`config.mk`:
```
export PLATFORM = sky130hd
export DESIGN_NAME = iis_transmit
export DESIGN_NICKNAME = d
export VERILOG_FILES = /design/src/rtl/iis_transmit.sv
export SDC_FILE = /design/constraint.sdc
export NUM_CORES = 1
export LEC_CHECK = 0
export BUFFER_PORTS_ARGS = -buffer_cell sky130_fd_sc_hd__buf_2
export CAP_MARGIN = 10
export CORE_ASPECT_RATIO = 1.75
export CORE_MARGIN = 4
export CORE_UTILIZATION = 55
export DETAILED_ROUTE_END_ITERATION = 10
export PLACE_DENSITY_LB_ADDON = 0.08
export RECOVER_POWER = 25
export SETUP_SLACK_MARGIN = 0.02
export SYNTH_ARGS = -nofsm -noshare
export SYNTH_HDL_FRONTEND = slang
export SYNTH_SLANG_ARGS = --single-unit
```
`constraint.sdc`:
```
create_clock -name clk -period 3 [get_ports clk]
set_input_delay 0.6 -clock clk [delete_from_list [all_inputs] [get_ports clk]]
set_output_delay 0.6 -clock clk [all_outputs]
set_load 0.01 [all_outputs]
```
`src/rtl/iis_transmit.sv`:
```
// IIS transmitter: fetches 16-bit samples from a sync FIFO and serialises them MSB-first
// into alternating left/right 32-slot half-frames. Optional build macro: IIS_TX_REPEAT_ON_UNDERRUN_EN.
module iis_transmit #(
   parameter int unsigned data_depth = 1024
) (
   input  logic        clk,
   input  logic        rst,
   input  logic        tx_en,
   input  logic        fifo_empty,
   input  logic [15:0] fifo_rdata,
   output logic        fifo_rden,
   output logic        WS,
   output logic        DATA,
   output logic [31:0] tx_num,
   output logic        tx_finish,
   output logic        underrun
);

   typedef enum logic [1:0] {IDLE, PREFETCH, LATCH, RUN} state_t;

   localparam int unsigned SAMPLE_W = 16;

   state_t              state;
   logic [4:0]          slot;
   logic [SAMPLE_W-1:0] hold;
   logic [SAMPLE_W-1:0] shift;
   logic                fetched;
   logic [SAMPLE_W-1:0] uval_c;
   logic [SAMPLE_W-1:0] sample_c;
   logic [4:0]          slot_nxt_c;
   logic                at_depth_c;
   logic [31:0]         depth_c;

   assign depth_c    = 32'(data_depth);
   assign at_depth_c = (tx_num == depth_c);
   assign slot_nxt_c = slot + 5'd1;

`ifdef IIS_TX_REPEAT_ON_UNDERRUN_EN
   logic [SAMPLE_W-1:0] prev_l;
   logic [SAMPLE_W-1:0] prev_r;
   // The fetch always targets the channel opposite the current WS (left after IDLE).
   assign uval_c = WS ? prev_r : prev_l;

   always_ff @(posedge clk) begin
      if (rst) begin
         prev_l <= '0;
         prev_r <= '0;
      end else if (tx_en) begin
         if (state == LATCH)
            prev_l <= sample_c;
         else if (state == RUN && slot_nxt_c == 5'd0 && !at_depth_c) begin
            if (!WS) prev_l <= hold;
            else     prev_r <= hold;
         end
      end
   end
`else
   assign uval_c = '0;
`endif

   assign sample_c = fetched ? fifo_rdata : uval_c;

   always_ff @(posedge clk) begin
      if (rst || !tx_en) begin
         state     <= IDLE;
         slot      <= '0;
         hold      <= '0;
         shift     <= '0;
         fetched   <= 1'b0;
         fifo_rden <= 1'b0;
         WS        <= 1'b0;
         DATA      <= 1'b0;
         tx_num    <= '0;
         tx_finish <= 1'b0;
         underrun  <= 1'b0;
      end else begin
         fifo_rden <= 1'b0;
         fetched   <= fifo_rden;
         case (state)
            IDLE: begin
               WS   <= 1'b0;
               DATA <= 1'b0;
               if (!tx_finish) begin
                  state     <= PREFETCH;
                  fifo_rden <= !fifo_empty;
                  if (fifo_empty) underrun <= 1'b1;
               end
            end
            PREFETCH: state <= LATCH;
            LATCH: begin
               hold  <= sample_c;
               shift <= sample_c;
               WS    <= 1'b1;
               DATA  <= 1'b0;
               slot  <= '0;
               state <= RUN;
            end
            RUN: begin
               slot <= slot_nxt_c;
               if (slot_nxt_c == 5'd0) begin
                  DATA <= 1'b0;
                  if (at_depth_c) begin
                     state <= IDLE;
                     WS    <= 1'b0;
                  end else begin
                     WS    <= !WS;
                     shift <= hold;
                  end
               end else if (slot_nxt_c <= 5'd16) begin
                  DATA  <= shift[SAMPLE_W-1];
                  shift <= {shift[SAMPLE_W-2:0], 1'b0};
               end else begin
                  DATA <= 1'b0;
               end
               if (slot_nxt_c == 5'd16) begin
                  tx_num    <= tx_num + 32'd1;
                  tx_finish <= ((tx_num + 32'd1) == depth_c);
               end
               // Prefetch for the next half-frame; suppressed once the run is complete.
               if (slot_nxt_c == 5'd29 && !at_depth_c) begin
                  fifo_rden <= !fifo_empty;
                  if (fifo_empty) underrun <= 1'b1;
               end
               if (slot == 5'd30) hold <= sample_c;
            end
            default: state <= IDLE;
         endcase
      end
   end

endmodule

```
==> impl_metrics.tcl <==
set metrics [dict create \
    outcome "completed" \
    power.share.combinational_pct 3.4 \
    ys_ff_latch 77 \
    p_int_mw 1.90 \
    hold_buffers 0 \
    path_class "reg -> reg" \
    r2r_slack_ns 0.29 \
    row_count 43 \
    clock_power_share_pct 53.0 \
    cts_buffers 9 \
    vias 4133 \
    critPathRequiredTime_ns 3.26 \
    drtIter0Drc 196 \
    synth_area_um2 4460 \
    yosysTopAreaCell "dfxtp_1" \
    period_needed_ns 2.71 \
    r2r_cells 9 \
    powerDensity_nw_per_um2 469 \
    grt_max_degree 46 \
    critPathLaunch "tx_num[0]" \
    ys_async_sr_fraction_pct 0 \
    critPathTopFamily "simple AND/OR/NAND/NOR gates" \
    grt_pass1_vias 4085 \
    hold_end "shift[9]" \
    io_buffers 56 \
    setup_tns_ns 0 \
    area_growth_pct 12.9 \
    r2r-start "tx_num[0]" \
    avgSynthCellArea_um2 7.59 \
    htree_levels 3 \
    postPlaceCellArea_um2 4730 \
    antenna_left 0 \
    die-height_um 127 \
    yosys_warnings 0 \
    avgViaCountPerCell 5.80 \
    clockRootBuffer "clkbuf_16" \
    slew_violations 0 \
    start_util_pct 56.4 \
    layout_worst_path_cycle_share_pct 90.2 \
    die-width_um 76.1 \
    totalWireLength_um 11000 \
    drv_cap 0 \
    stdcell_area_um2 5040 \
    grt_overflow 0 \
    timing.fmax_mhz 370 \
    leakage_nw 1.75 \
    switchingPower_mw 0.460 \
    seq_power_share_pct 43.6 \
    final_layout_size_suffix_gt1_share_pct 12.1 \
    gr-usage-all-layers_pct 23.2 \
    nets 647 \
    synth_flop_cell "dfxtp_1" \
    worstSetupEndpointType "register" \
    path_max_fanout 9 \
    skew_ns 0.00534 \
    cts.path.max_buffers 2 \
    worstHoldStart "shift[9]" \
    clk_latency_ns 0.33 \
    cts_resized 0 \
    hold_viol 0 \
    synth_nets 617 \
    start_kind "register" \
    die_area_um2 9670 \
    dpl.hpwl_um 7770 \
    synth-edff-count 0 \
    max-vdd-ir-drop_v 0.000399 \
    grt_first_pass_wirelength_um 18800 \
    gp_congestion 0.948 \
    crit_slowest_cell "dfxtp_1" \
    antenna_found_initial 0 \
    yosysSeqAreaShare_pct 34.6 \
    setup_viol_count_final 0 \
    io_pins 57 \
    crit_chain "ha_1, nand3_4, nor4_1, buf_4, nand4_1, mux2i_1, or2_1, a2111o_1, o21ai_1" \
    rsz0062_at_grt "false" \
    swShare_pct 19.5 \
    synthCells 588 \
    hold_class "reg -> reg" \
    fillerInstances 708 \
    drc 0 \
    timing.hold.ws_ns 0.450 \
    cts.sinks 77 \
    core-area_um2 7910 \
    relSlewSlack_pct 11.1 \
    critical_path_buf_inv_count 1 \
    synth_area_leaders "dfxtp_1 35%, nor2_1 7.6%, a21oi_1 7.4%" \
    min_path_cells 2 \
    cts_tree "yes" \
    netlist-cell-type-count 57 \
    synth_top_area_share_pct 34.6 \
    drtPass1Iterations 4 \
    cp.arrival_ns 2.96 \
    avgRoutedWirePerCell_um 15.4 \
    antenna_cells 0 \
    cts_setup_buffers 0 \
    clk_pin_slew_ns 0.06 \
    worstMarginPinSlew_ns 1.33 \
    cpPeakStageDelay_ns 0.48 \
    reg2reg_to "tx_finish" \
]
worst max-delay path by stage:
stage / slack (ns) / to / cells past startpoint
floorplan: 0.66 / tx_finish / 8
global placement: 0.39 / tx_finish / 9
detailed placement: 0.40 / tx_finish / 9
CTS: 0.31 / tx_finish / 9
global route: 0.05 / shift[3] / 7
finish: 0.29 / tx_finish / 9
cells in the final DEF, fill, tap and decap left out, drive strengths merged, types with 2 or more instances in the layout:
master and instances:
nor2 92, dfxtp 77, a21oi 66, nand2 54, nand3 44, buf 39, clkbuf 39, o21ai 30
xnor2 21, mux2i 20, xor2 15, nor3 14, inv 13, nand4 13, and3 9, ha 9
nor4 8, or3 7, a31oi 7, and2 6, and4 4, o31ai 3, nor3b 3, bufinv 3
nand2b 3, nor2b 3, or4 2, a211oi 2, o21bai 2
worst register-to-register path, delay by kind of cell, from the launching register on:
kind            cells  cell delay [ns]
fa+ha+maj           1             0.29
compound gates      2             0.56
simple gates        4             0.95
mux                 1             0.15
flops               1             0.48
buf+inv             1             0.20
synth_stat cells (all sizes together) (3+ instances only):
cell type	n
a31oi	7
nor2	92
nor2b	3
clkbuf	30
nor4	8
xor2	15
buf	18
and2	6
nor3b	3
ha	9
nand2	54
a21oi	66
inv	13
dfxtp	77
o21ai	30
and4	4
nand2b	3
nand3	44
nand4	13
xnor2	21
nor3	14
or3	7
and3	9
o31ai	3
mux2i	20
per-layer routing:
metal,vias to the layer above,track usage (%),part of all wire (%)
met3,35,4.30,3.8
met4,0,10.5,3.8
li1,2093,-,-
met5,-,0,0
met2,108,42.8,53
met1,1897,25.2,39
through the flow:
stage	std cells	power (mW)	utilization (%)	setup WS (ns)
after floorplan	588	1.10	-	0.658
after global placement	697	1.13	59.8	0.393
after detailed placement	697	1.13	59.8	0.398
after CTS	712	2.39	64.2	0.314
after global routing	712	2.45	63.7	0.0527
final	712	2.36	63.7	0.295
cells by family after synthesis:
logic type / after synthesis / synth area share, %
compound gates: 117 / 15.0
xor+xnor: 36 / 7.07
fa+ha+maj: 9 / 2.52
mux: 20 / 4.49
simple gates: 268 / 30.3
buf+inv: 61 / 6.09
flops: 77 / 34.6
state kept, by name, summed over array words and instances, names as in the netlist:
signal and cells:
state 2, fifo_rden 1, underrun 1, WS 1, shift 16, fetched 1, tx_num 32, hold 16
DATA 1, tx_finish 1, slot 5
power groups by stage:
stage	Combinational (mW)	Clock (mW)	Sequential, mW
floorplan	0.0491	0	1.05
global placement	0.0809	0	1.05
detailed placement	0.0816	0	1.05
CTS	0.0822	1.28	1.03
global route	0.0909	1.32	1.03
finish	0.0802	1.25	1.03
final cells by class:
class	count	area (um^2)	area share, %
multi-input combinational	450	2660	52.9
inverter	13	48.8	0.969
sequential	77	1540	30.6
tap	90	113	2.24
timing repair buffer	67	324	6.43
clock buffer	11	253	5.02
clock inverter	4	95.1	1.89
(Power assumes the default switching activity.)
